### src/rtl/fifo_reader_pkg.sv
// Shared types for the FIFO burst reader: the two-state drain FSM encoding.
package fifo_reader_pkg;

  // IDLE waits for enough data (or a timeout); SEND streams one burst.
  typedef enum logic [0:0] {
    ST_IDLE = 1'b0,
    ST_SEND = 1'b1
  } state_t;

endpackage

### src/rtl/fifo_burst_reader.sv
// Drains the read port of a FIFO in bursts of up to BURST words and presents
// them as a framed valid/ready stream (sop/eop/len). A partial burst is
// flushed once the FIFO has held data for TIMEOUT idle cycles.
module fifo_burst_reader
  import fifo_reader_pkg::*;
#(
  parameter int WIDTH   = 16,
  parameter int WIDTHU  = 4,
  parameter int BURST   = 4,
  parameter int TIMEOUT = 15,
  parameter int LW      = $clog2(BURST + 1)
) (
  input  logic              clk,
  input  logic              resetn,
  input  logic              enable,
  input  logic [WIDTHU-1:0] fifo_rdused,
  input  logic [WIDTH-1:0]  fifo_q,
  output logic              fifo_rden,
  output logic [WIDTH-1:0]  out_data,
  output logic              out_valid,
  input  logic              out_ready,
  output logic              out_sop,
  output logic              out_eop,
  output logic [LW-1:0]     out_len,
  output logic              busy
);

  localparam int TW = $clog2(TIMEOUT + 1);

  localparam logic [WIDTHU-1:0] BURST_U   = WIDTHU'(BURST);
  localparam logic [LW-1:0]     BURST_L   = LW'(BURST);
  localparam logic [TW-1:0]     TIMEOUT_T = TW'(TIMEOUT);
  localparam logic [LW-1:0]     ONE_L     = LW'(1);

  // Parameter sanity: a burst must fit in the usable FIFO depth, and the
  // timeout must be reachable.
  generate
    if (BURST < 1 || BURST > (1 << (WIDTHU - 1))) begin : g_bad_burst
      $error("fifo_burst_reader: BURST must be in 1..2**(WIDTHU-1)");
    end
    if (TIMEOUT < 1) begin : g_bad_timeout
      $error("fifo_burst_reader: TIMEOUT must be at least 1");
    end
  endgenerate

  state_t          state_reg, state_next;
  logic [TW-1:0]   timer_reg, timer_next;
  logic [LW-1:0]   len_reg, len_next;
  logic [LW-1:0]   remaining_reg, remaining_next;
  logic            first_reg, first_next;

  logic            fifo_nonempty;
  logic            fifo_has_burst;
  logic            timer_expired;
  logic            start_burst;
  logic            sending;
  logic            handshake;
  logic            last_word;
  logic [LW-1:0]   start_len;

  // Start conditions and burst length derived from the current fill level.
  always_comb begin
    fifo_nonempty  = (fifo_rdused != '0);
    fifo_has_burst = (fifo_rdused >= BURST_U);
    timer_expired  = (timer_reg == TIMEOUT_T);
    start_burst    = enable && (fifo_has_burst || (fifo_nonempty && timer_expired));
    // Below BURST the fill level fits in LW bits, so the truncation is exact.
    start_len      = fifo_has_burst ? BURST_L : LW'(fifo_rdused);
    sending        = (state_reg == ST_SEND);
    handshake      = sending && out_ready;
    last_word      = (remaining_reg == ONE_L);
  end

  // State register.
  always_ff @(posedge clk or negedge resetn) begin
    if (!resetn) begin
      state_reg <= ST_IDLE;
    end else begin
      state_reg <= state_next;
    end
  end

  // Next-state logic: a started burst always runs to its last handshake.
  always_comb begin
    state_next = state_reg;
    case (state_reg)
      ST_IDLE: begin
        if (start_burst) begin
          state_next = ST_SEND;
        end
      end
      ST_SEND: begin
        if (handshake && last_word) begin
          state_next = ST_IDLE;
        end
      end
      default: state_next = ST_IDLE;
    endcase
  end

  // Next values for the idle timer and the burst bookkeeping counters.
  always_comb begin
    timer_next     = timer_reg;
    len_next       = len_reg;
    remaining_next = remaining_reg;
    first_next     = first_reg;
    case (state_reg)
      ST_IDLE: begin
        if (start_burst) begin
          timer_next     = '0;
          len_next       = start_len;
          remaining_next = start_len;
          first_next     = 1'b1;
        end else if (!fifo_nonempty || fifo_has_burst) begin
          // Only a partial fill ages; empty or full-burst levels reset it.
          timer_next = '0;
        end else if (!timer_expired) begin
          timer_next = timer_reg + 1'b1;
        end
      end
      ST_SEND: begin
        timer_next = '0;
        if (handshake) begin
          remaining_next = remaining_reg - ONE_L;
          first_next     = 1'b0;
        end
      end
      default: begin
        timer_next = '0;
      end
    endcase
  end

  // Datapath registers: timer, latched length, words left, first-word flag.
  always_ff @(posedge clk or negedge resetn) begin
    if (!resetn) begin
      timer_reg     <= '0;
      len_reg       <= '0;
      remaining_reg <= '0;
      first_reg     <= 1'b0;
    end else begin
      timer_reg     <= timer_next;
      len_reg       <= len_next;
      remaining_reg <= remaining_next;
      first_reg     <= first_next;
    end
  end

  // Stream outputs: data passes straight through from the FIFO head, and
  // the pop is the handshake itself so the FIFO advances in lockstep.
  always_comb begin
    out_data  = fifo_q;
    out_valid = sending;
    out_sop   = sending && first_reg;
    out_eop   = sending && last_word;
    out_len   = sending ? len_reg : '0;
    busy      = sending;
    fifo_rden = handshake;
  end

endmodule

### config.mk
export PLATFORM = sky130hd
export DESIGN_NAME = fifo_burst_reader
export DESIGN_NICKNAME = d
export VERILOG_FILES = /design/src/rtl/fifo_reader_pkg.sv /design/src/rtl/fifo_burst_reader.sv
export SDC_FILE = /design/constraint.sdc
export NUM_CORES = 1
export LEC_CHECK = 0
export CELL_PAD_IN_SITES_DETAIL_PLACEMENT = 1
export CELL_PAD_IN_SITES_GLOBAL_PLACEMENT = 1
export CORE_UTILIZATION = 27
export CTS_BUF_LIST = sky130_fd_sc_hd__clkbuf_4 sky130_fd_sc_hd__clkbuf_8 sky130_fd_sc_hd__clkbuf_16
export CTS_CLUSTER_DIAMETER = 80
export DETAILED_ROUTE_END_ITERATION = 8
export GPL_TIMING_DRIVEN = 0
export PLACE_DENSITY_LB_ADDON = 0.3
export SYNTH_ARGS = -nofsm -noshare
export SYNTH_HDL_FRONTEND = slang
export SYNTH_SLANG_ARGS = --single-unit
### constraint.sdc
create_clock -name clk -period 3.24 [get_ports clk]
set_input_delay 0.324 -clock clk [delete_from_list [all_inputs] [get_ports clk]]
set_output_delay 0.324 -clock clk [all_outputs]
set_load 0.02 [all_outputs]
# == Word level (Yosys, flattened, before mapping) ==
# Cells that the tools add are included.
# classes
addsub,2
order_cmp,1
n_eq_ne,5
muxes,15
bitwise_logic,1
reduce_logical,12
# ops
cell,count
3-bit 2-to-1 mux,4
4-bit 2-to-1 mux,3
4-bit case mux with 2 select lines,1
1-bit logical AND,6
3-bit case mux with 2 select lines,1
4-bit by 1-bit adder with 4-bit output (second input constant),1
4-bit == test (second input constant),1
4-bit by 3-bit >= comparator with 1-bit output (second input constant),1
1-bit 2-to-1 mux,4
4-bit inequality test (second input constant),1
1-bit case mux with 2 select lines,2
2-bit AND reduction,2
4-bit nonzero test,1
3-bit by 1-bit == test with 1-bit output (second input constant),1
3-bit by 1-bit subtractor with 3-bit output (second input constant),1
1-bit logical OR,2
2-bit by 1-bit inequality test with 1-bit output (second input constant),1
2-bit inequality test (second input constant),1
1-bit zero test,1
1-bit NOT,1
# word_totals
ff_bits,12
inputBits,24
out_inout_bits,24
wordCells,41

# == Depth between registers and ports, before layout ==
# logic_depth
word_depth,6
ltp_mapped,6
ltp_nobuf,5

# == Least setup slack after synthesis ==
# No wires, ideal clock.
# synth_timing
path_type,register -> register
startpoint,register timer_reg[0]
endpoint,register remaining_reg[0]
setup_time_ps,126
arrival_ps,1358
required_time_ps,3114
setup_slack_ps,1756
stages_incl_launch_ff,7
n_path_buf,1
period_less_slack_ps,1484
cell_sequence,dfrtp_1 -> ha_1 -> and3_2 -> buf_4 -> nand2_1 -> nor4b_2 -> a221o_1
# synth_between
elab_chain_cells,6
# synth_lines
item,line,source
"start, declared",fifo_burst_reader.sv:47,"logic [TW-1:0] timer_reg, timer_next;"
"start signal, assigned",fifo_burst_reader.sv:142,timer_reg <= timer_next;
4-bit == test,fifo_burst_reader.sv:65,timer_expired = (timer_reg == TIMEOUT_T);
1-bit logical AND,fifo_burst_reader.sv:66,start_burst = enable && (fifo_has_burst || (fifo_nonempty && timer_expired));
1-bit logical OR,fifo_burst_reader.sv:66,
1-bit logical AND,fifo_burst_reader.sv:66,
2-bit inequality test (no line),-,
2-bit AND reduction (no line),-,
"end signal, assigned",fifo_burst_reader.sv:144,remaining_reg <= remaining_next;
"end, declared",fifo_burst_reader.sv:49,"logic [LW-1:0] remaining_reg, remaining_next;"
# Every way passes these cells.
# A chain may end at the register's enable or synchronous reset.

# == Worst setup path after layout ==
# layout_timing
startpoint,"register state_reg, in the netlist busy"
endpoint,output out_eop
# layout_between
elab_chain_cells,1
# layout_lines
item,line,source
"start, declared",fifo_burst_reader.sv:46,"state_t state_reg, state_next;"
"start signal, assigned",fifo_burst_reader.sv:79,state_reg <= state_next;
1-bit logical AND,fifo_burst_reader.sv:155,out_eop = sending && last_word;
"end, declared",fifo_burst_reader.sv:23,"output logic out_eop,"
# Every way passes these cells.

==> metrics.cfg <==
[critical_path]
endpoint_kind=output port
cp.arrival_ps=1920
reg2regPathDepth=6
path_class=flip-flop to output port
crit_path_start_kind=flip-flop
crit_required_ps=2920
cp_max_fo=10

[place]
finalWeightedCongestion=0.739
dpl_cell_area_um2=1150
dp.final_hpwl_mm=1.65
place_inst=150
port_buffers=31
dp_slack_ps=1210

[clocking]
cts_resized=0
cts_root_buf=clkbuf_4
clockBufferDepth=2
worst_skew_pair.late_latency_ps=270
clkTransAtPathRegs_ps=80
tritoncts=done
postCtsSetupRepairBufs=0
postCtsHoldBufs=0
numCtsBuffers=3
clock_sinks=12
htree_levels=1

[final_layout]
multiInputGateArea_um2=338
final_cell_mix=clkdlybuf4s50_1 (31), buf_4 (18), dfrtp_1 (12)
drive_gt1_share_pct=21.3
stdcell_area_um2=1170
diodes=0
seq_area_um2=300
fin_nets=151
largest_reg_flops=4
fillCellCount=333
layout_commonest_cell=clkdlybuf4s50_1
syn_to_final_growth_pct=46.5
stdcell_count=153

[timing]
period_share_pct=69.4
fin_ws_ps=992
tns_ps=0
min_period_ps=2250
max_freq_mhz=445
worst_clock_skew_ps=2.07
setup_viol=0
finalHoldViolCount=0
grt_setup_unrepaired=false
slew_violations=0
slew_headroom_pct=61.0
worst_pin_slew_ps=584

[hold_path]
hold_path.class=primary input to asynchronous set/reset pin

[drt]
vias_per_cell=4.73
wl_per_cell_um=12.8
wirelength_mm=1.95
ant_nets=0
drt_iter0_markers=12
vias=724
drc_errors=0
drtPass1Iterations=4

[synthesis]
async_flop_share_pct=100
yosys_warnings=0
syn_nets=115
seq_area_frac_synth_pct=37.6
ys_ff_latch=12
netlist_area_um2=800
synth_flop_cell=dfrtp_1
synth_edf_count=0
syn_inst=88
syn_avg_cell_area_um2=9.09
synth_cell_type_count=31

[power]
peakVddDrop_v=0.000238
power.leakage_nw=0.554
power_density_nw_per_um2=500

[global_routing]
grt_pass1_wl_mm=3.30
grt_pass1_vias=785
grt-ovfl-total=0
grt_antenna_before_repair=0
grt_max_degree=13
track_usage_pct=13.3

[status]
status=finished clean

[floorplanning]
dieWidth_um=56.4
start_util_pct=28.7
rows=19
core_area_um2=2780
dieHeight_um=56.4
dieArea_um2=3180
io_pins=48

[job]
drv_cap=0

## metal layers
layer,vias to the layer above,share of wire [%],global-route usage (%)
li1,348,-,-
met1,339,41,15.3
met2,34,52,24.3
met3,3,6.2,2.30
met4,0,1.2,5.23
met5,-,0,0
## synthesized netlist by cell type, types with 2 or more instances
| cell | count | area [um^2] |
|---|---|---|
| nand2_1 | 7 | 26.3 |
| a31oi_1 | 2 | 12.5 |
| o21ai_0 | 2 | 10.0 |
| inv_1 | 6 | 22.5 |
| dfrtp_1 | 12 | 300 |
| nor2_1 | 8 | 30.0 |
| xor2_1 | 2 | 17.5 |
| buf_4 | 18 | 135 |
| ha_1 | 3 | 37.5 |
| and2_1 | 4 | 25.0 |
| nor3_1 | 3 | 15.0 |
| a22o_1 | 2 | 17.5 |
## critical path, stage by stage (launching register included)
cell and delay (ps):
dfrtp_1 430, clkbuf_1 360, and3_1 250, clkdlybuf4s50_1 610
## path summary, 6_finish.rpt
kind / from / endpoint / slack [ps]
worst max-delay path: busy / out_eop / 990
worst min-delay path: resetn / busy / 420
worst max register to register: timer_reg[0] / remaining_reg[0] / 1640
worst min register to register: len_reg[0] / len_reg[0] / 480
max in group asynchronous: resetn / len_reg[2] / 2440
min in group clk: len_reg[0] / len_reg[0] / 480
## stage by stage
stage | util [%] | power [mW] | hold slack (ps)
2_1_floorplan | - | 0.383 | 28.4
3_3_place_gp | 41.3 | 0.489 | 457
3_5_place_dp | 41.3 | 0.500 | 464
4_1_cts | 42.1 | 0.596 | 444
5_1_grt | 42.1 | 0.632 | 484
6_report | 42.1 | 0.586 | 417
## final cells by class
type / count / area share [%]
multi-input cells: 51 / 28.8
repair buffers: 31 / 26.5
flip-flops and latches: 12 / 25.6
plain buffers: 19 / 11.9
well taps: 31 / 3.31
clock buffers: 3 / 1.92
inverters: 6 / 1.92
## power breakdown
group	leakage [nW]	internal [mW]	switching, mW
Clock	0.0138	0.0431	0.0507
Combinational	0.390	0.146	0.139
Sequential	0.150	0.182	0.0242
Total	0.554	0.372	0.214
## cells by family after synthesis
family	after synthesis	synth area share (%)
and+or+nand+nor	31	20.7
buffers and inverters	25	20.2
AOI/OAI and AO/OA	13	12.4
DFF	12	37.6
xor gates and xnor gates	3	3.29
adders and majority gates	3	4.70
muxes	1	1.25
(Power assumes the default switching activity.)
==> patch: new RTL, config.mk and constraints unchanged <==
`TIMEOUT`: 15 -> 16.
--- a/src/rtl/fifo_burst_reader.sv
+++ b/src/rtl/fifo_burst_reader.sv
@@ -8,5 +8,5 @@
   parameter int WIDTHU  = 4,
   parameter int BURST   = 4,
-  parameter int TIMEOUT = 15,
+  parameter int TIMEOUT = 16,
   parameter int LW      = $clog2(BURST + 1)
 ) (
Function: no difference found for any inputs over 10 cycles, from zero or initial values and one cycle with resetn low; that may be too few to reach the edited logic, so the function may still have changed.
==> patch against the unedited design <==
- non-clock buffer count is the same
- worst setup slack improved by 41 ps
- count of clock-buffer cells in the layout grew 1
- area after synthesis is 10% higher
- core utilization decreased by 0.93 points
- final area increased by 8.2%
- register-to-register slack worse by 150 ps
- power rose by 14%
- global-route usage grew 0.13 points
- routed wire length is 8.6% higher
- hold slack worse by 34 ps
- sequential cell count rose by 1
- critical endpoint unchanged
- highest routed layer unchanged
==> patch: results <==
logic_synthesis:
  ys_seq_area_share_pct: 36.88
  syn_inst: 100
  netlist-cell-type-count: 28
  yosys-top-cells-area: "dfrtp_1 (37%), buf_4 (15%), ha_1 (5.7%), o21ai_0 (4.0%), nor2_1 (3.8%)"
  syn_nets: 128
  synth.top_cells.by_count: "buf_4 (18), dfrtp_1 (13), nor2_1 (9)"
  yosys_warnings: 0
grt:
  grt.total_usage_pct: 13.46
  first_global_vias: 802
  grt_max_degree: 14
  grt_pass1_wl_um: 3539
layout:
  fillCellCount: 377
  largest_register_ffs: 5
  fin_nets: 163
  drive_gt1_share_pct: 19.40
detailed_routing:
  via_count: 783
  drtIter0Drc: 12
  firstDrtPassIters: 3
  vias_per_cell: 4.399
  wl_per_cell_um: 11.92
pwr:
  ir_worst_vdd_mv: 0.2755
  p_leak_nw: 0.5708
clock_tree:
  cts.htree.levels: 1
  clk_pin_slew_ps: 90
  ctsLongestPathBuffers: 2
run_status:
  outcome: "finished clean"
place:
  gp_congestion: 0.7406
  port_buffers: 30
  place_inst: 174
  dp_hpwl_um: 1716
  dp_slack_ps: 1217
  dpl_cell_area_um2: 1237
critical_path:
  slowest_stage: "clkdlybuf4s50_1"
  critPathArrivalTime_ps: 1880
sta:
  clock-skew-final_ps: 2.674
  max_slew_margin_pct: 58.37
worst_hold_path:
  holdCritPathClass: "primary input to register"
## patch: area by class of cell
type / instances / area, um2 / share of cell area, %
multi-input combinational: 60 / 386.6 / 30.50
sequential: 13 / 325.3 / 25.67
timing repair buffer: 30 / 300.3 / 23.69
buffer: 20 / 143.9 / 11.35
tap: 44 / 55.05 / 4.344
clock buffer: 4 / 30.03 / 2.369
inverter: 7 / 26.28 / 2.073
## patch: path summary, 6_finish.rpt
path / cells past startpoint / slack, ps / to / from
setup reg to reg: 7 / 1490 / remaining_reg[0] / timer_reg[0]
setup / recovery: 4 / 1030 / out_eop / busy
hold / removal: 2 / 380 / timer_reg[4] / enable
hold reg to reg: 1 / 490 / first_reg / first_reg
max in group asynchronous: 1 / 2410 / remaining_reg[2] / resetn
min in group asynchronous: 1 / 430 / len_reg[2] / resetn
## patch: logic make-up (layout without fill, tap and decap cells)
family          after synthesis  after routing  synth area share (%)
simple gates                 30             30                 17.02
buf+inv                      27             61                 19.29
compound gates               22             22                 17.16
flops                        13             13                 36.88
fa+ha+maj                     4              4                 5.674
xor+xnor                      4              4                 3.972
## patch: layer usage
metal / track usage [%] / up-vias / routed length, um
li1: - / 385 / -
met1: 15.29 / 370 / 916
met2: 25.00 / 26 / 1083
met3: 3.930 / 2 / 111
met4: 2.381 / 0 / 11
met5: 0 / - / 0
## patch: critical path, delay by kind of cell (launching register included)
kind / cells / cell delay (ps)
flip-flops: 1 / 410
AND/OR/NAND/NOR: 2 / 230
buffers and inverters: 2 / 960
## patch: report_power, final
group	leakage, nW	switching (W)	internal [W]
Sequential	0.163	0.0000282	0.000202
Combinational	0.389	0.000162	0.000163
Clock	0.0184	0.0000573	0.0000561
